File: config.mk
export PLATFORM = sky130hd
export DESIGN_NAME = ps2_mouse_cursor
export DESIGN_NICKNAME = d
export VERILOG_FILES = /design/src/rtl/ps2_mouse_cursor_pkg.sv /design/src/rtl/ps2_axis_accum.sv /design/src/rtl/ps2_mouse_cursor.sv
export SDC_FILE = /design/constraint.sdc
export NUM_CORES = 1
export LEC_CHECK = 0
export BUFFER_PORTS_ARGS = -buffer_cell sky130_fd_sc_hd__buf_2
export CORE_MARGIN = 8
export CORE_UTILIZATION = 50
export CTS_BUF_LIST = sky130_fd_sc_hd__clkbuf_16
export DETAILED_ROUTE_END_ITERATION = 16
export GPL_TIMING_DRIVEN = 1
export PLACE_DENSITY = 0.7
export SETUP_SLACK_MARGIN = 0.02
export SYNTH_ARGS = -nofsm -noshare
export SYNTH_HDL_FRONTEND = slang
export SYNTH_SLANG_ARGS = --single-unit
export TNS_END_PERCENT = 10
File: constraint.sdc
create_clock -name qzt_clk -period 3.6 [get_ports qzt_clk]
set_input_delay 0.72 -clock qzt_clk [delete_from_list [all_inputs] [get_ports qzt_clk]]
set_output_delay 0.72 -clock qzt_clk [all_outputs]
set_load 0.05 [all_outputs]
File: src/rtl/ps2_mouse_cursor_pkg.sv
// Shared definitions for the PS/2 mouse cursor tracker: packet FSM states,
// status byte bit positions and the stored status fields.
package ps2_mouse_cursor_pkg;

  typedef enum logic [1:0] {
    WAIT_B1 = 2'd0,
    WAIT_B2 = 2'd1,
    WAIT_B3 = 2'd2
  } pkt_state_t;

  // Bit positions inside the PS/2 status (first) byte
  localparam int BTN_L    = 0;
  localparam int BTN_R    = 1;
  localparam int BTN_M    = 2;
  localparam int SYNC_BIT = 3;
  localparam int X_SIGN   = 4;
  localparam int Y_SIGN   = 5;
  localparam int X_OVF    = 6;
  localparam int Y_OVF    = 7;

  // Status fields kept for the rest of the packet (the sync bit is only
  // needed at acceptance time, so it is not stored)
  typedef struct packed {
    logic       y_ovf;
    logic       x_ovf;
    logic       y_sign;
    logic       x_sign;
    logic [2:0] btn;
  } ps2_status_t;

  function automatic int max3(input int a, input int b, input int c);
    int m;
    m = (a > b) ? a : b;
    return (m > c) ? m : c;
  endfunction

endpackage

File: src/rtl/ps2_axis_accum.sv
// One cursor axis: adds a signed delta to the position and saturates the
// result into 0..MAX. Recenter overrides any pending delta.
module ps2_axis_accum #(
  parameter int POS_W  = 10,
  parameter int CALC_W = 12,
  parameter int MAX    = 639,
  parameter int INIT   = 320
) (
  input  logic                     qzt_clk,
  input  logic                     reset,
  input  logic                     apply,
  input  logic                     recenter,
  input  logic signed [CALC_W-1:0] delta,
  output logic        [POS_W-1:0]  pos
);

  localparam logic signed [CALC_W-1:0] MAX_S  = CALC_W'(MAX);
  localparam logic        [POS_W-1:0]  INIT_P = POS_W'(INIT);

  // Saturate a signed sum into the legal screen range
  function automatic logic [POS_W-1:0] sat_pos(input logic signed [CALC_W-1:0] v);
    if (v[CALC_W-1]) return '0;
    if (v > MAX_S) return MAX_S[POS_W-1:0];
    return v[POS_W-1:0];
  endfunction

  logic signed [CALC_W-1:0] sum_p0;

  // Stage p0: widen position and add delta; wide enough that nothing wraps
  always_comb sum_p0 = signed'({{(CALC_W-POS_W){1'b0}}, pos}) + delta;

  // Stage p1: registered position, recenter has priority over a packet
  always_ff @(posedge qzt_clk or posedge reset) begin
    if (reset)         pos <= INIT_P;
    else if (recenter) pos <= INIT_P;
    else if (apply)    pos <= sat_pos(sum_p0);
  end

endmodule

File: src/rtl/ps2_mouse_cursor.sv
// PS/2 mouse cursor tracker: assembles 3-byte packets from the received
// byte stream, resynchronises on bad framing or inter-byte timeout, and
// maintains a clamped cursor position plus button levels/press pulses.
module ps2_mouse_cursor
  import ps2_mouse_cursor_pkg::*;
#(
  parameter int X_W        = 10,
  parameter int Y_W        = 10,
  parameter int X_MAX      = 639,
  parameter int Y_MAX      = 479,
  parameter int X_INIT     = 320,
  parameter int Y_INIT     = 240,
  parameter int SHIFT      = 0,
  parameter int TIMEOUT_MS = 20
) (
  input  logic           qzt_clk,
  input  logic           reset,
  input  logic           tick_ms,
  input  logic [7:0]     rx_data,
  input  logic           rx_valid,
  input  logic           recenter,
  output logic [X_W-1:0] x,
  output logic [Y_W-1:0] y,
  output logic [2:0]     buttons,
  output logic [2:0]     btn_press,
  output logic           pkt_valid,
  output logic           sync_err
);

  localparam int         CALC_W  = max3(X_W, Y_W, 9) + 2;
  localparam logic [7:0] TO_LAST = 8'(TIMEOUT_MS - 1);

  pkt_state_t  state_p0, state_nxt;
  logic [7:0]  to_cnt_p0, to_cnt_nxt;
  ps2_status_t status_p0;
  logic [7:0]  dx_byte_p0;
  logic        take_status, take_dx, vld_p0, rej_p0;

  logic signed [8:0]        dx9, dy9, dx_sh, dy_sh;
  logic signed [CALC_W-1:0] dx_ext, dy_ext, dy_neg;

  // Stage p0: packet FSM next state and inter-byte timeout; a byte always
  // wins over a coincident timeout expiry
  always_comb begin
    state_nxt   = state_p0;
    to_cnt_nxt  = to_cnt_p0;
    take_status = 1'b0;
    take_dx     = 1'b0;
    vld_p0      = 1'b0;
    rej_p0      = 1'b0;
    if (rx_valid) begin
      to_cnt_nxt = '0;
      case (state_p0)
        WAIT_B1: begin
          if (rx_data[SYNC_BIT]) begin
            take_status = 1'b1;
            state_nxt   = WAIT_B2;
          end else begin
            rej_p0 = 1'b1;
          end
        end
        WAIT_B2: begin
          take_dx   = 1'b1;
          state_nxt = WAIT_B3;
        end
        WAIT_B3: begin
          vld_p0    = 1'b1;
          state_nxt = WAIT_B1;
        end
        default: state_nxt = WAIT_B1;
      endcase
    end else if (tick_ms && (state_p0 != WAIT_B1)) begin
      if (to_cnt_p0 == TO_LAST) begin
        state_nxt  = WAIT_B1;
        to_cnt_nxt = '0;
      end else begin
        to_cnt_nxt = to_cnt_p0 + 8'd1;
      end
    end
  end

  // Stage p0 -> p1: FSM state and timeout counter registers
  always_ff @(posedge qzt_clk or posedge reset) begin
    if (reset) begin
      state_p0  <= WAIT_B1;
      to_cnt_p0 <= '0;
    end else begin
      state_p0  <= state_nxt;
      to_cnt_p0 <= to_cnt_nxt;
    end
  end

  // Stage p0 -> p1: hold status and dx bytes until the dy byte arrives
  always_ff @(posedge qzt_clk or posedge reset) begin
    if (reset) begin
      status_p0  <= '0;
      dx_byte_p0 <= '0;
    end else begin
      if (take_status) begin
        status_p0.y_ovf  <= rx_data[Y_OVF];
        status_p0.x_ovf  <= rx_data[X_OVF];
        status_p0.y_sign <= rx_data[Y_SIGN];
        status_p0.x_sign <= rx_data[X_SIGN];
        status_p0.btn    <= {rx_data[BTN_M], rx_data[BTN_R], rx_data[BTN_L]};
      end
      if (take_dx) dx_byte_p0 <= rx_data;
    end
  end

  // Stage p0: 9-bit signed deltas, overflow squash, sensitivity shift;
  // Y is negated because PS/2 +dy means up while screen y grows downward
  always_comb begin
    dx9    = status_p0.x_ovf ? 9'sd0 : signed'({status_p0.x_sign, dx_byte_p0});
    dy9    = status_p0.y_ovf ? 9'sd0 : signed'({status_p0.y_sign, rx_data});
    dx_sh  = dx9 >>> SHIFT;
    dy_sh  = dy9 >>> SHIFT;
    dx_ext = signed'({{(CALC_W-9){dx_sh[8]}}, dx_sh});
    dy_ext = signed'({{(CALC_W-9){dy_sh[8]}}, dy_sh});
    dy_neg = -dy_ext;
  end

  ps2_axis_accum #(
    .POS_W (X_W),
    .CALC_W(CALC_W),
    .MAX   (X_MAX),
    .INIT  (X_INIT)
  ) u_x_accum (
    .qzt_clk (qzt_clk),
    .reset   (reset),
    .apply   (vld_p0),
    .recenter(recenter),
    .delta   (dx_ext),
    .pos     (x)
  );

  ps2_axis_accum #(
    .POS_W (Y_W),
    .CALC_W(CALC_W),
    .MAX   (Y_MAX),
    .INIT  (Y_INIT)
  ) u_y_accum (
    .qzt_clk (qzt_clk),
    .reset   (reset),
    .apply   (vld_p0),
    .recenter(recenter),
    .delta   (dy_neg),
    .pos     (y)
  );

  // Stage p1: button levels, press edges and single-cycle status pulses
  always_ff @(posedge qzt_clk or posedge reset) begin
    if (reset) begin
      buttons   <= '0;
      btn_press <= '0;
      pkt_valid <= 1'b0;
      sync_err  <= 1'b0;
    end else begin
      pkt_valid <= vld_p0;
      sync_err  <= rej_p0;
      if (vld_p0) begin
        buttons   <= status_p0.btn;
        btn_press <= status_p0.btn & ~buttons;
      end else begin
        btn_press <= '0;
      end
    end
  end

endmodule

-- After elaboration in Yosys (flattened, before gate mapping)
Cells that the tools add are included.
- flip-flop bits (word level): 53
- bits of input ports: 13
- output and inout bits: 28
- add/sub/neg operators: 4
- magnitude comparators: 2
- eq/ne operators: 4
- multiplexer cells: 47
- bitwise operators: 2
- reductions and logical operators: 7
- operator list (cell ; count):
    2-to-1 mux 10 bit ; 12
    2-to-1 mux 1 bit ; 24
    2-to-1 mux 8 bit ; 3
    2-to-1 mux 9 bit ; 2
    adder 11 x 12 -> 12 bit ; 1
    adder 11 x 9 -> 12 bit ; 1
    > comparator 12 x 10 -> 1 bit, second input constant ; 1
    > comparator 12 x 11 -> 1 bit, second input constant ; 1
    negation 9 -> 12 bit ; 1
    adder 8 x 1 -> 8 bit, second input constant ; 1
    == test 8 x 5 -> 1 bit, second input constant ; 1
    2-to-1 mux 2 bit ; 4
    nonzero test 2 bit ; 4
    one-hot mux 2 bit (2 select lines) ; 1
    bitwise AND 3 bit ; 1
    2-to-1 mux 3 bit ; 1
    inequality test 3 bit, second input constant ; 1
    NOT 3 bit ; 1
    AND reduction 3 bit ; 1
    == test 2 x 1 -> 1 bit, second input constant ; 1
    == test 2 bit, second input constant ; 1
    zero test 2 bit ; 1
    logical AND 1 bit ; 1

-- Longest topological paths before layout
Gate-level depths: netlist (run 1).
- depth after elaboration: 13
- depth in mapped cells: 11
- mapped depth without buffers: 11

-- Modules after synthesis
From an unflattened synthesis (run 1), not the netlist that was laid out.
- cells, all modules: 387
- area total of the unflattened synthesis: 3736.1 sq um
- modules (own cells, without submodules) (module ; instances ; cells each ; area an instance (sq um) ; sequential area each (sq um)):
    ps2_mouse_cursor ; 1 ; 149 ; 1672.9 ; 825.8
    ps2_axis_accum (u_y_accum) ; 1 ; 120 ; 1057.3 ; 255.2
    ps2_axis_accum (u_x_accum) ; 1 ; 118 ; 1006.0 ; 252.7

-- Worst setup path before layout (run 1)
Ideal clock, no wire load.
- path type: input -> register
- start point: input rx_data[0]
- end point: register u_y_accum.pos[0]
- arrival time: 2.785 ns
- data required time: 3.478 ns
- setup slack: 0.693 ns
- stages: 11
- cells stage by stage: nor2b_1 -> ha_1 -> inv_1 -> fa_1 -> a21o_1 -> a21o_1 -> a31oi_1 -> o21a_1 -> xor2_1 -> nand4_1 -> a32o_1
- word-level cells in the longest chain between the ends: 12
- elaborated cells between the ends (all ways): 16
- RTL lines (element ; line ; RTL):
    start: declaration ; ps2_mouse_cursor.sv:19 ; input logic [7:0] rx_data,
    2-to-1 mux 9 bit * ; ps2_mouse_cursor.sv:114 ; dy9 = status_p0.y_ovf ? 9'sd0 : signed'({status_p0.y_sign, rx_data});
    negation 9 -> 12 bit * ; ps2_mouse_cursor.sv:119 ; dy_neg = -dy_ext;
    adder 11 x 12 -> 12 bit * ; ps2_axis_accum.sv:30 ; always_comb sum_p0 = signed'({{(CALC_W-POS_W){1'b0}}, pos}) + delta;
    > comparator 12 x 10 -> 1 bit ; ps2_axis_accum.sv:23 ; if (v > MAX_S) return MAX_S[POS_W-1:0];
    2-to-1 mux 1 bit (2 in a row) ; ps2_axis_accum.sv:23 ;
    2-to-1 mux 1 bit ; ps2_axis_accum.sv:36 ; else if (apply) pos <= sat_pos(sum_p0);
    2-to-1 mux 1 bit ; ps2_axis_accum.sv:35 ; else if (recenter) pos <= INIT_P;
    2-to-1 mux 10 bit ; ps2_axis_accum.sv:24 ; return v[POS_W-1:0];
    2-to-1 mux 10 bit * ; ps2_axis_accum.sv:23 ;
    2-to-1 mux 10 bit * ; ps2_axis_accum.sv:36 ;
    2-to-1 mux 10 bit * ; ps2_axis_accum.sv:35 ;
    end signal: assignment ; ps2_axis_accum.sv:36 ;
    end: declaration ; ps2_axis_accum.sv:14 ; output logic [POS_W-1:0] pos
Every way passes the cells marked *; elsewhere a longest branch is shown, timed or not. The select of a mux whose other input is x is not followed.
A chain may end at the register's enable or synchronous reset.

-- Worst setup path in the final report (run 1)
- start point: register status_p0[5] (netlist name)
- end point: register u_x_accum.pos[3]
- word-level cells in the longest chain between the ends: 11
- elaborated cells between the ends (all ways): 15
- RTL lines (element ; line ; RTL):
    start: declaration ; ps2_mouse_cursor.sv:35 ; ps2_status_t status_p0;
    2-to-1 mux 9 bit * ; ps2_mouse_cursor.sv:113 ; dx9 = status_p0.x_ovf ? 9'sd0 : signed'({status_p0.x_sign, dx_byte_p0});
    adder 11 x 9 -> 12 bit * ; ps2_axis_accum.sv:30 ;
    > comparator 12 x 11 -> 1 bit ; ps2_axis_accum.sv:23 ;
    2-to-1 mux 1 bit (2 in a row) ; ps2_axis_accum.sv:23 ;
    2-to-1 mux 1 bit ; ps2_axis_accum.sv:36 ;
    2-to-1 mux 1 bit ; ps2_axis_accum.sv:35 ;
    2-to-1 mux 10 bit ; ps2_axis_accum.sv:24 ;
    2-to-1 mux 10 bit * ; ps2_axis_accum.sv:23 ;
    2-to-1 mux 10 bit * ; ps2_axis_accum.sv:36 ;
    2-to-1 mux 10 bit * ; ps2_axis_accum.sv:35 ;
    end signal: assignment ; ps2_axis_accum.sv:36 ;
    end: declaration ; ps2_axis_accum.sv:14 ;
Marks and branches as above.

==> results of run 1 <==
## cell type report
class,count,area [um^2]
fillers,638,3039
clock buffers,5,125.1
multi-input cells,288,2147
repair buffers,45,237.7
flip-flops and latches,53,1334
well taps,99,123.9
clock inverters,3,42.54
inverters,13,48.80
## metrics by stage
stage | instance area, um^2 | power [mW] | setup WS [ns] | std cells
floorplan | 3585 | 2.827 | 0.6932 | 363
global placement | 3891 | 3.232 | 0.4249 | 498
detailed placement | 3891 | 3.258 | 0.3622 | 498
CTS | 4059 | 3.813 | 0.4993 | 506
global route | 4059 | 4.094 | 0.3356 | 506
finish | 4059 | 3.807 | 0.5440 | 506
## registers in the layout, indices dropped and copies added (netlist names)
| register | cells |
|---|---|
| u_y_accum.pos | 10 |
| dx_byte_p0 | 8 |
| pkt_valid | 1 |
| to_cnt_p0 | 8 |
| status_p0 | 7 |
| state_p0 | 2 |
| u_x_accum.pos | 10 |
| btn_press | 3 |
| buttons | 3 |
| sync_err | 1 |
## path summary, 6_finish.rpt
check                             startpoint          endpoint  cells past startpoint
worst max-delay path            status_p0[5]  u_x_accum.pos[3]                     10
worst min-delay path              buttons[2]      btn_press[2]                      1
worst max register to register  status_p0[5]  u_x_accum.pos[3]                     10
worst min register to register    buttons[2]      btn_press[2]                      1
max in group asynchronous              reset  u_y_accum.pos[5]                      3
min in group asynchronous              reset      to_cnt_p0[0]                      2
## power groups by stage
stage | logic, mW | clock network, mW | registers, mW
6_report | 2.31 | 0.541 | 0.953
5_1_grt | 2.54 | 0.571 | 0.984
4_1_cts | 2.31 | 0.549 | 0.953
3_5_place_dp | 2.30 | 0 | 0.961
3_3_place_gp | 2.28 | 0 | 0.954
2_1_floorplan | 1.65 | 0 | 1.17
## critical path: stages (launching register included)
cell and delay (ns):
sky130_fd_sc_hd__dfrtp_1 0.47, sky130_fd_sc_hd__nor2b_1 0.15, sky130_fd_sc_hd__ha_1 0.19, sky130_fd_sc_hd__inv_1 0.06, sky130_fd_sc_hd__fa_1 0.43, sky130_fd_sc_hd__nor2b_4 0.15, sky130_fd_sc_hd__o31ai_2 0.10, sky130_fd_sc_hd__a211oi_1 0.54
sky130_fd_sc_hd__o41ai_4 0.25, sky130_fd_sc_hd__or3_1 0.42, sky130_fd_sc_hd__a22o_1 0.20
## kinds of logic after synthesis
| logic type | count (synthesis) | synth area share (%) |
|---|---|---|
| DFF | 53 | 37.21 |
| muxes | 17 | 5.270 |
| AOI/OAI and AO/OA | 88 | 19.30 |
| and+or+nand+nor | 135 | 20.24 |
| buffers and inverters | 22 | 2.897 |
| xor gates and xnor gates | 22 | 5.585 |
| adders and majority gates | 26 | 9.494 |
## per-layer routing
metal	vias up	track usage (%)	wire length [um]
li1	1394	-	-
met1	1345	21.92	3825
met2	63	27.66	3881
met3	10	2.831	303
met4	0	5.233	103
met5	-	0	0
## placed cells by master (no fill, tap or decap), types with 8 or more instances in the layout
master / n
sky130_fd_sc_hd__nor2b_1: 14
sky130_fd_sc_hd__nand2b_1: 15
sky130_fd_sc_hd__buf_2: 40
sky130_fd_sc_hd__o21ai_0: 17
sky130_fd_sc_hd__ha_1: 24
sky130_fd_sc_hd__inv_1: 12
sky130_fd_sc_hd__nand2_1: 37
sky130_fd_sc_hd__dfrtp_1: 47
sky130_fd_sc_hd__a21oi_1: 10
sky130_fd_sc_hd__nor2_1: 23
sky130_fd_sc_hd__xor2_1: 8
sky130_fd_sc_hd__xnor2_1: 13
sky130_fd_sc_hd__mux2_2: 15
==> metrics.sh, run 1 <==
STATUS='finished clean'
ANTENNA-DIODE-COUNT=0
HOLD-WORST-SLACK_NS=0.4644
CP_DATA_REQUIRED_TIME_NS=3.78
RSZ_0062_RAISED_AFTER_GLOBAL_ROUTING='no'
SYNTH-SEQ-AREA-SHARE_PCT=37.21
NUMBER_OF_I_O_PORT_BUFFERS=40
CTS.SINK_COUNT=53
CTS_MADE_BUFFERS=5
CTS_RESIZED=0
SYN-MEAN-INSTANCE-AREA_UM2=9.875
CTSLONGESTPATHBUFFERS=2
SWITCHING_SHARE_PCT=45.37
CRITICAL_PATH.MAX_FANOUT=10
YOSYSWARNINGCOUNT=0
CRIT_TYPE='flop to flop'
TRITONCTS_CLOCK_TREE='done'
SETUP_TNS_AFTER_FINAL_LAYOUT_NS=0
FIN_UTIL_PCT=57.18
TIMING.FINAL.CRIT_SHARE_PCT=84.89
SYNTH.FF_LATCH_COUNT=53
VIAS=2812
LARGEST_CELLS_BY_AREA_AFTER_SYNTHESIS='sky130_fd_sc_hd__dfrtp_1 33%, sky130_fd_sc_hd__ha_1 8.4%, sky130_fd_sc_hd__mux2_2 4.7%, sky130_fd_sc_hd__dfstp_2 4.4%, sky130_fd_sc_hd__nand2_1 3.9%'
SYN_NETS=402
ACHIEVABLE-FREQUENCY_MHz=327.2
YOSYS.AREA.TOP_TYPE_SHARE_PCT=32.81
WORST_IR_DROP_VDD_mV=0.4234
INITIALDRTVIOLATIONCOUNT=99
CRIT_PATH_CAPTURE_TYPE='flop'
ROUTABILITY_CONGESTION_ESTIMATE=0.8949
MAX_CAP_VIOL_COUNT=0
FINALCLOCKSKEW_NS=0.007645
DIE-AREA_UM2=10130
FINISH.NET_COUNT=445
POWER.SEQUENTIAL.FRACTION_PCT=25.0
PWR-SHARE-CLK_PCT=14.2
POWER.COMBINATIONAL.FRACTION_PCT=60.8
TOTAL_NET_SWITCHING_POWER_mW=1.727
POSTCTSSETUPREPAIRBUFS=0
SYNTH_ENABLE_FLOP_CELLS=0
LIBRARY_CELL_USED_AS_CLOCK_ROOT_BUFFER='sky130_fd_sc_hd__clkbuf_16'
POWER_DENSITY_nW_PER_UM2=937.9
GRT_MAX_DEGREE=38
DPL.HPWL_UM=6351
H_TREE_DEPTH=2
DETAIL_ROUTE.WL_PER_CELL_UM=16.03
HOLD_PATH.CLASS='flop to flop'
DRT-VIAS-PER-INSTANCE=5.557
DRT_WL_TOTAL_UM=8113
GLOBAL_ROUTE_WIRE_LENGTH_BEFORE_REPAIR_UM=13840
POST_SYNTH_MOST_FREQUENT_CELLS='47 x sky130_fd_sc_hd__dfrtp_1, 37 x sky130_fd_sc_hd__nand2_1, 24 x sky130_fd_sc_hd__ha_1'
CLK_PIN_SLEW_WORST_PATHS_NS=0.07
DRV_SLEW=0
CRITPATHLAUNCHTYPE='flop'
POSTROUTEANTENNANETS=0
SYNTH.MOST_COMMON_CELL='sky130_fd_sc_hd__dfrtp_1'
TIGHTESTPINTRANSITION_NS=0.7858
ANTENNA_FOUND_INITIAL=0
POSTSYNTHCELLCOUNT=363
WORST_SKEW_PAIR_LATER_PIN_LATENCY_NS=0.29
SYNTH.LIB_CELLS_USED.DISTINCT=68
DRT_PASS1_ITERATIONS=4
FF2FF_SETUP_SLACK_NS=0.54
SYNTHTOLAYOUTAREAGROWTH_PCT=13.23
SYNTHARSTFLOPSHARE_PCT=100.0
FINALHOLDVIOLATIONS=0
SYN_AREA_UM2=3585
CTS-HOLD-FIX-BUFFERS=0
TRACK_USAGE_PCT=16.84
CORE.ROWCOUNT=31
SYNTH.LARGEST_AREA_CELL='sky130_fd_sc_hd__dfrtp_1'
SYNTH_TOP_FLOP_CELL='sky130_fd_sc_hd__dfrtp_1'
MAX-SLEW-MARGIN-REL_PCT=47.54
P_INT_mW=2.080
SETUP_VIOL_COUNT_FINAL=0
FP.DIEW_UM=100.7
GRT_OVERFLOW=0
DRCVIOLATIONCOUNT=0
INITIAL_CORE_UTIL_PCT=50.50
FLOORPLAN.DIE.HEIGHT_UM=100.7
FIN_CRIT_NS=3.056
VIA_COUNT_OF_THE_FIRST_GLOBAL_ROUTING_PASS=2895
COREAREA_UM2=7098
IO_PINS=41
CELLLEAKAGEPOWER_nW=1.884
WORSTPATHARRIVAL_NS=3.24
FRACTION_OF_LAYOUT_CELLS_WITH_A_SIZE_SUFFIX_ABOVE_1_PCT=22.36
(Power assumes the default switching activity.)
==> run 2: changes to the inputs <==
Settings changed: ABC_AREA from default to 1, PLACE_DENSITY 0.7 to 0.73.
Clock period 3.6 ns to 2.5 ns, I/O delays scaled along.
==> metrics.sh, run 2 <==
STATUS='finished clean'
CRIT_TYPE='flop to flop'
ANTENNA_FOUND_INITIAL=0  # unchanged
FLOORPLAN.DIE.HEIGHT_UM=101.2  # +0.56%
LAYOUT_TOP_REGISTERS='u_x_accum.pos x10, u_y_accum.pos x10'
INITIALDRTVIOLATIONCOUNT=186  # +88%
FIN_CRIT_NS=2.304  # -0.7518 ns
TRACK_USAGE_PCT=18.73  # +1.9 points
YOSYSWARNINGCOUNT=0  # unchanged
GRT_MAX_DEGREE=22  # -42%
SYNTHTOLAYOUTAREAGROWTH_PCT=15.36
RSZ_0062_RAISED_AFTER_GLOBAL_ROUTING='yes'
GLOBAL_ROUTE_WIRE_LENGTH_BEFORE_REPAIR_UM=15390  # +11%
DETAIL_ROUTE.WL_PER_CELL_UM=13.45  # -16%
ROUTABILITY_CONGESTION_ESTIMATE=0.9503  # +6.2%
SYNTH_ENABLE_FLOP_CELLS=0  # unchanged
DRT_PASS1_ITERATIONS=5  # +1
FINAL_CELL_MIX='162 x sky130_fd_sc_hd__nand2_1, 81 x sky130_fd_sc_hd__inv_1, 46 x sky130_fd_sc_hd__dfrtp_1, 40 x sky130_fd_sc_hd__nor2_1, 40 x sky130_fd_sc_hd__buf_2'
CTSLONGESTPATHBUFFERS=2  # unchanged
SWITCHING_SHARE_PCT=51.12  # +5.8 points
CRITICAL_PATH.N_BUFFERS_INVERTERS=2  # +1
TRITONCTS_CLOCK_TREE='done'
POSTSYNTHCELLCOUNT=518  # +43%
LARGEST_CELLS_BY_AREA_AFTER_SYNTHESIS='sky130_fd_sc_hd__dfrtp_1 32%, sky130_fd_sc_hd__nand2_1 17%, sky130_fd_sc_hd__inv_1 8.7%, sky130_fd_sc_hd__ha_1 8.3%, sky130_fd_sc_hd__nand3_1 5.6%'
IO_PINS=41  # unchanged
SYN-MEAN-INSTANCE-AREA_UM2=7.012  # -29%
SYNTH.MOST_COMMON_CELL='sky130_fd_sc_hd__nand2_1'
CRITICAL_PATH.MAX_STAGE_DELAY_NS=0.44  # -0.10 ns
CTS.SINK_COUNT=53  # unchanged
SYN_AREA_UM2=3632  # +1.3%
FILL_CELLS=706  # +11%
TIGHTESTPINTRANSITION_NS=0.5303  # -0.2555 ns
SYNTH-SEQ-AREA-SHARE_PCT=36.72  # -0.49 points
CRITICAL_PATH.MAX_FANOUT=8  # -2
YOSYS.AREA.TOP_TYPE_SHARE_PCT=32.38  # -0.43 points
ANTENNA-DIODE-COUNT=0  # unchanged
DIE-AREA_UM2=10250  # +1.1%
DRT-VIAS-PER-INSTANCE=5.145  # -7.4%
SYN_NETS=557  # +39%
SETUP_TNS_AFTER_FINAL_LAYOUT_NS=0  # unchanged
LIBRARY_CELL_USED_AS_CLOCK_ROOT_BUFFER='sky130_fd_sc_hd__clkbuf_16'
LAYOUT_COMMONEST_CELL='sky130_fd_sc_hd__nand2_1'
SYNTH.LARGEST_AREA_CELL='sky130_fd_sc_hd__dfrtp_1'
MULTI_INPUT_COMB_AREA_UM2=2006  # -6.6%
SYNTH.LIB_CELLS_USED.DISTINCT=34  # -50%
DPL.HPWL_UM=7341  # +16%
FINISH.NET_COUNT=608  # +37%
DRT_WL_TOTAL_UM=8984  # +11%
TOP_CELL_FAMILY_BY_DELAY_ON_THE_CRITICAL_PATH='simple AND/OR/NAND/NOR gates'
SYNTH.FF_LATCH_COUNT=53  # unchanged
POST_SYNTH_MOST_FREQUENT_CELLS='162 x sky130_fd_sc_hd__nand2_1, 84 x sky130_fd_sc_hd__inv_1, 47 x sky130_fd_sc_hd__dfrtp_1'
POWER_DENSITY_nW_PER_UM2=1229  # +31%
TIMING.FINAL.CRIT_SHARE_PCT=92.17  # +7.3 points
VIA_COUNT_OF_THE_FIRST_GLOBAL_ROUTING_PASS=3410  # +18%
DRCVIOLATIONCOUNT=0  # unchanged
SYNTH_TOP_FLOP_CELL='sky130_fd_sc_hd__dfrtp_1'
SYNTHARSTFLOPSHARE_PCT=100.0  # unchanged
FRACTION_OF_LAYOUT_CELLS_WITH_A_SIZE_SUFFIX_ABOVE_1_PCT=17.22  # -5.1 points
TOTAL_NET_SWITCHING_POWER_mW=2.632  # +52%
P_INT_mW=2.516  # +21%
CTS-HOLD-FIX-BUFFERS=0  # unchanged
CORE.ROWCOUNT=31  # unchanged
COREAREA_UM2=7137  # +0.55%
DRV_SLEW=0  # unchanged
POWER.COMBINATIONAL.FRACTION_PCT=61.1  # +0.3 points
FINALCLOCKSKEW_NS=0.006191  # -0.001454 ns
MAX-SLEW-MARGIN-REL_PCT=64.55  # +17 points
VIAS=3437  # +22%
MAX_CAP_VIOL_COUNT=0  # unchanged
HOLD_PATH.CLASS='primary input to asynchronous set/reset pin'
SETUP_VIOL_COUNT_FINAL=0  # unchanged
INITIAL_CORE_UTIL_PCT=50.89  # +0.39 points
POWER.SEQUENTIAL.FRACTION_PCT=25.8  # +0.8 points
CP_DATA_REQUIRED_TIME_NS=2.68  # -1.10 ns
CRITPATHLAUNCHTYPE='flop'
FP.DIEW_UM=101.2  # +0.56%
ACHIEVABLE-FREQUENCY_MHz=434.0  # +33%
WORST_IR_DROP_VDD_mV=0.6521  # +54%
REGISTER_AREA_UM2=1335  # about the same
FINALHOLDVIOLATIONS=0  # unchanged
CRIT_TOP_CELL='sky130_fd_sc_hd__nand2_1'
GRT_OVERFLOW=0  # unchanged
TIMING.CRITICAL_PATH.SLOWEST_STAGE_CELL='sky130_fd_sc_hd__dfrtp_2'
NUMBER_OF_I_O_PORT_BUFFERS=40  # unchanged
H_TREE_DEPTH=2  # unchanged
PWR-SHARE-CLK_PCT=13.2  # -1.0 points
POSTROUTEANTENNANETS=0  # unchanged
CRIT_PATH_CAPTURE_TYPE='flop'
CLK_PIN_SLEW_WORST_PATHS_NS=0.07  # about the same
CRITICAL_PATH.CELL_CHAIN='nor2_1 > ha_2 > inv_1 > fa_1 > inv_2 > nand3_1 > nand3_2 > nand2_1 > nand2_1 > nand2_1 > nand2_1 > nand2_1 > nand3_4 > nand3_1 > nand2_1 > nand2_1'
TOTAL_POWER_mW=5.148  # +35%
CTS_MADE_BUFFERS=5  # unchanged
CELLLEAKAGEPOWER_nW=2.321  # +23%
WORST_SKEW_PAIR_LATER_PIN_LATENCY_NS=0.29  # about the same
WORSTPATHARRIVAL_NS=2.49  # -0.75 ns
-- run 2: cell types whose count changed in the layout (fill, tap and decap cells not counted), moves of 15 or more --
cell and delta:
sky130_fd_sc_hd__mux2_2 -15, sky130_fd_sc_hd__nor2_1 +17, sky130_fd_sc_hd__nand3_1 +35, sky130_fd_sc_hd__nand2b_1 -15
sky130_fd_sc_hd__inv_1 +69, sky130_fd_sc_hd__nand2_1 +125
-- run 2: metal layers --
layer  part of all wire, %  up-vias  GRT usage, %
li1                      -     1740             -
met1                    48     1600         24.68
met4                   1.5        0         4.926
met3                   5.9       12         5.155
met2                    45       85         29.50
met5                     0        -             0
-- run 2: worst paths after layout --
check                             start               end  slack [ns]  cells past startpoint
hold / removal                    reset  u_x_accum.pos[5]        0.16                      2
min in group qzt_clk         buttons[2]      btn_press[2]        0.45                      1
max in group asynchronous         reset  u_x_accum.pos[6]        1.69                      3
setup reg to reg           status_p0[5]  u_x_accum.pos[3]        0.20                     16
setup / recovery           status_p0[5]  u_x_accum.pos[3]        0.20                     16
hold reg to reg              buttons[2]      btn_press[2]        0.45                      1
-- run 2: kinds of logic after synthesis --
| kind of cell | count (synthesis) | synth area share (%) |
|---|---|---|
| AO/OA/AOI/OAI | 57 | 8.371 |
| XOR/XNOR | 8 | 1.929 |
| buffers and inverters | 91 | 9.438 |
| adder cells (fa/ha/maj) | 26 | 9.370 |
| flip-flops | 53 | 36.72 |
| AND/OR/NAND/NOR | 283 | 34.17 |
-- run 2: what timing repair did --
action	4_1_cts	5_1_grt
setup endpoints to repair	0	19
gates resized for setup	0	20
setup buffers	0	0
-- run 2: power by group through the flow --
stage / Sequential (mW) / Combinational (mW) / Clock (mW)
floorplan: 1.65 / 2.00 / 0
global route: 1.36 / 3.56 / 0.729
CTS: 1.32 / 3.06 / 0.689
detailed placement: 1.33 / 3.05 / 0
global placement: 1.33 / 3.01 / 0
finish: 1.33 / 3.14 / 0.678
-- run 2: final cells by class --
class | count | area share (%)
multi-input combinational | 374 | 47.86
sequential | 53 | 31.86
inverter | 87 | 7.793
timing repair buffer | 48 | 6.211
clock buffer | 5 | 2.986
tap | 99 | 2.956
clock inverter | 2 | 0.3285
-- run 2: metrics by stage --
stage               hold WS, ns  setup slack, ns  cell area [um^2]  util [%]  std cells
global placement         0.4344          0.07207              4000     56.05        661
CTS                      0.1695          0.08927              4139     57.99        668
finish                   0.1637           0.1958              4190     58.71        668
detailed placement       0.4488         0.007736              4000     56.05        661
global route             0.1903         0.007913              4190     58.71        668
floorplan                0.4530           0.2439              3632         -        518
==> run 3: changes to the inputs <==
Settings changed: ABC_AREA 1 to default.
==> metrics.sh, run 3 (synthesis results as in run 1) <==
FINISH.NET_COUNT=508  # -16%
SWITCHING_SHARE_PCT=43.41  # -7.7 points
FINALHOLDVIOLATIONS=0  # unchanged
DPL_WORST_SLACK_NS=-0.3809  # -0.3886 ns
MAX_CAP_VIOL_COUNT=0  # unchanged
TIGHTESTPINTRANSITION_NS=0.4748  # -0.05549 ns
FIN_CRIT_NS=2.743  # +0.4386 ns
FINALCLOCKSKEW_NS=0.007816  # +0.001625 ns
FP.DIEW_UM=100.7  # -0.55%
INITIALDRTVIOLATIONCOUNT=114  # -39%
TIMING.FINAL.WS_SETUP_NS=-0.2428  # -0.4386 ns
INITIAL_CORE_UTIL_PCT=50.50  # -0.39 points
POWER_DENSITY_nW_PER_UM2=1439  # +17%
RSZ_0062_RAISED_AFTER_GLOBAL_ROUTING='yes'
TIMING.CRITICAL_PATH.SLOWEST_STAGE_CELL='sky130_fd_sc_hd__dfrtp_2'
IO_PINS=41  # unchanged
FRACTION_OF_LAYOUT_CELLS_WITH_A_SIZE_SUFFIX_ABOVE_1_PCT=42.77  # +26 points
CRITICAL_PATH.MAX_STAGE_DELAY_NS=0.47  # +0.03 ns
POSTROUTEANTENNANETS=0  # unchanged
SYNTHTOLAYOUTAREAGROWTH_PCT=35.32
COREAREA_UM2=7098  # -0.54%
DRT_WL_TOTAL_UM=9920  # +10%
WORST_IR_DROP_VDD_mV=0.7878  # +21%
NUMBER_OF_I_O_PORT_BUFFERS=40  # unchanged
MAX-SLEW-MARGIN-REL_PCT=68.23  # +3.7 points
CRITPATHLAUNCHTYPE='flop'
WORST_SKEW_PAIR_LATER_PIN_LATENCY_NS=0.29  # about the same
LIBRARY_CELL_USED_AS_CLOCK_ROOT_BUFFER='sky130_fd_sc_hd__clkbuf_16'
CTS_MADE_BUFFERS=5  # unchanged
ACHIEVABLE-FREQUENCY_MHz=364.6  # -16%
LAYOUT_COMMONEST_CELL='sky130_fd_sc_hd__buf_4'
PWR-SHARE-CLK_PCT=11.2  # -2.0 points
TRACK_USAGE_PCT=19.29  # +0.55 points
FILL_CELLS=541  # -23%
CTS.SINK_COUNT=53  # unchanged
DRCVIOLATIONCOUNT=0  # unchanged
ROUTABILITY_CONGESTION_ESTIMATE=0.9720  # +2.3%
GRT_USE_MET1_PCT=22.95  # -1.7 points
TIMING.FINAL.CRIT_SHARE_PCT=109.7  # +18 points
CLK_PIN_SLEW_WORST_PATHS_NS=0.07  # about the same
DRT-VIAS-PER-INSTANCE=5.615  # +9.1%
POWER.COMBINATIONAL.FRACTION_PCT=68.6  # +7.5 points
H_TREE_DEPTH=2  # unchanged
LAYOUT_TOP_REGISTERS='u_x_accum.pos x10, u_y_accum.pos x10'
FINAL_CELLS=569  # -15%
FF2FF_SETUP_SLACK_NS=-0.24  # -0.44 ns
DPL.HPWL_UM=7284  # -0.77%
P_INT_mW=3.951  # +57%
DRV_SLEW=0  # unchanged
CRITICAL_PATH.CELL_CHAIN='buf_6 > nor2b_4 > ha_4 > o211a_1 > a211oi_4 > buf_4 > a21oi_2 > xnor2_2 > a2bb2oi_4 > or3b_1 > a22o_1'
ANTENNA-DIODE-COUNT=0  # unchanged
GLOBAL_ROUTE_WIRE_LENGTH_BEFORE_REPAIR_UM=15390  # unchanged
PLACED_CELLS_INCL_TAPS=555  # -16%
VIAS=3195  # -7.0%
POWER.SEQUENTIAL.FRACTION_PCT=20.2  # -5.6 points
CRITICAL_PATH.MAX_FANOUT=7  # -1
DIE-AREA_UM2=10130  # -1.1%
STATUS='finished, violations left'
FINAL_CELL_MIX='66 x sky130_fd_sc_hd__buf_4, 40 x sky130_fd_sc_hd__buf_2, 37 x sky130_fd_sc_hd__nand2_1, 37 x sky130_fd_sc_hd__dfrtp_1, 22 x sky130_fd_sc_hd__nor2_1'
GRT_MOST_USED_LAYER='met2'
CP_DATA_REQUIRED_TIME_NS=2.68  # about the same
CRIT_PATH_CAPTURE_TYPE='flop'
HOLD_PATH.CLASS='primary input to asynchronous set/reset pin'
SETUP_VIOL_COUNT_FINAL=17  # +17
GRT_OVERFLOW=0  # unchanged
DRT_PASS1_ITERATIONS=4  # -1
DETAIL_ROUTE.WL_PER_CELL_UM=17.43  # +30%
GRT_MAX_DEGREE=22  # unchanged
TRITONCTS_CLOCK_TREE='done'
MET2_USAGE_PCT=33.93  # +4.4 points
TOTAL_NET_SWITCHING_POWER_mW=3.030  # +15%
FLOORPLAN.DIE.HEIGHT_UM=100.7  # -0.55%
FAILED_CHECKS='setup timing'
FF2FF_PATH_DEPTH=11  # -5
GROUTE.LAYER.MET3.USAGE_PCT=3.522  # -1.6 points
VIA_COUNT_OF_THE_FIRST_GLOBAL_ROUTING_PASS=3173  # -7.0%
WORSTPATHARRIVAL_NS=2.93  # +0.44 ns
CRIT_TYPE='flop to flop'
CTSLONGESTPATHBUFFERS=2  # unchanged
CORE.ROWCOUNT=31  # unchanged
ANTENNA_FOUND_INITIAL=0  # unchanged
CELLLEAKAGEPOWER_nW=2.224  # -4.2%
-- run 3: area by class of cell --
type	instances	area, um^2	area share (%)
multi-input cells	288	2437	50.25
flip-flops and latches	53	1346	27.75
clock buffers	5	125.1	2.579
repair buffers	108	726.9	14.99
clock inverters	3	42.54	0.8770
inverters	13	48.80	1.006
well taps	99	123.9	2.554
-- run 3: critical path: cells and delay by family, from the launching register on --
| family | cells | cell delay, ns |
|---|---|---|
| XOR/XNOR | 1 | 0.25 |
| buffers and inverters | 2 | 0.31 |
| AND/OR/NAND/NOR | 2 | 0.51 |
| flip-flops | 1 | 0.47 |
| adder cells (fa/ha/maj) | 1 | 0.22 |
| AO/OA/AOI/OAI | 5 | 0.87 |
-- run 3: power by group through the flow --
| stage | Combinational (mW) | Sequential, mW | Clock [mW] |
|---|---|---|---|
| floorplan | 2.43 | 1.70 | 0 |
| global placement | 4.05 | 1.37 | 0 |
| detailed placement | 4.16 | 1.39 | 0 |
| CTS | 4.33 | 1.38 | 0.790 |
| global route | 5.17 | 1.46 | 0.818 |
| finish | 4.79 | 1.41 | 0.779 |
-- run 3: metrics by stage --
| stage | setup TNS, ns | instance area (um^2) | utilization (%) | total power, mW | hold WS (ns) |
|---|---|---|---|---|---|
| after floorplan | -0.2465 | 3641 | - | 4.130 | 0.4488 |
| after global placement | -3.136 | 4375 | 61.64 | 5.421 | 0.4394 |
| after detailed placement | -4.110 | 4375 | 61.64 | 5.548 | 0.4493 |
| after CTS | -2.701 | 4619 | 65.08 | 6.500 | 0.2179 |
| after global routing | -4.934 | 4851 | 68.34 | 7.439 | 0.2409 |
| final | -2.505 | 4851 | 68.34 | 6.981 | 0.2052 |
-- run 3: layer usage --
| metal | part of all wire [%] | vias to the layer above |
|---|---|---|
| li1 | - | 1519 |
| met1 | 42 | 1582 |
| met2 | 52 | 70 |
| met3 | 3.5 | 24 |
| met4 | 2.9 | 0 |
| met5 | 0 | - |
-- run 3: final timing paths --
| kind | start | end |
|---|---|---|
| min | reset | to_cnt_p0[5] |
| min in group qzt_clk | buttons[1] | btn_press[1] |
| max reg2reg | status_p0[5] | u_x_accum.pos[1] |
| min reg2reg | buttons[1] | btn_press[1] |
| max | status_p0[5] | u_x_accum.pos[1] |
| max in group asynchronous | reset | u_y_accum.pos[5] |
-- run 3: repair_timing --
item | CTS | global route
buffers inserted | 2 | 4
pin swaps | 12 | 31
setup endpoints to repair | 19 | 19
gates resized for setup | 11 | 32
hold buffers | 0 | 0
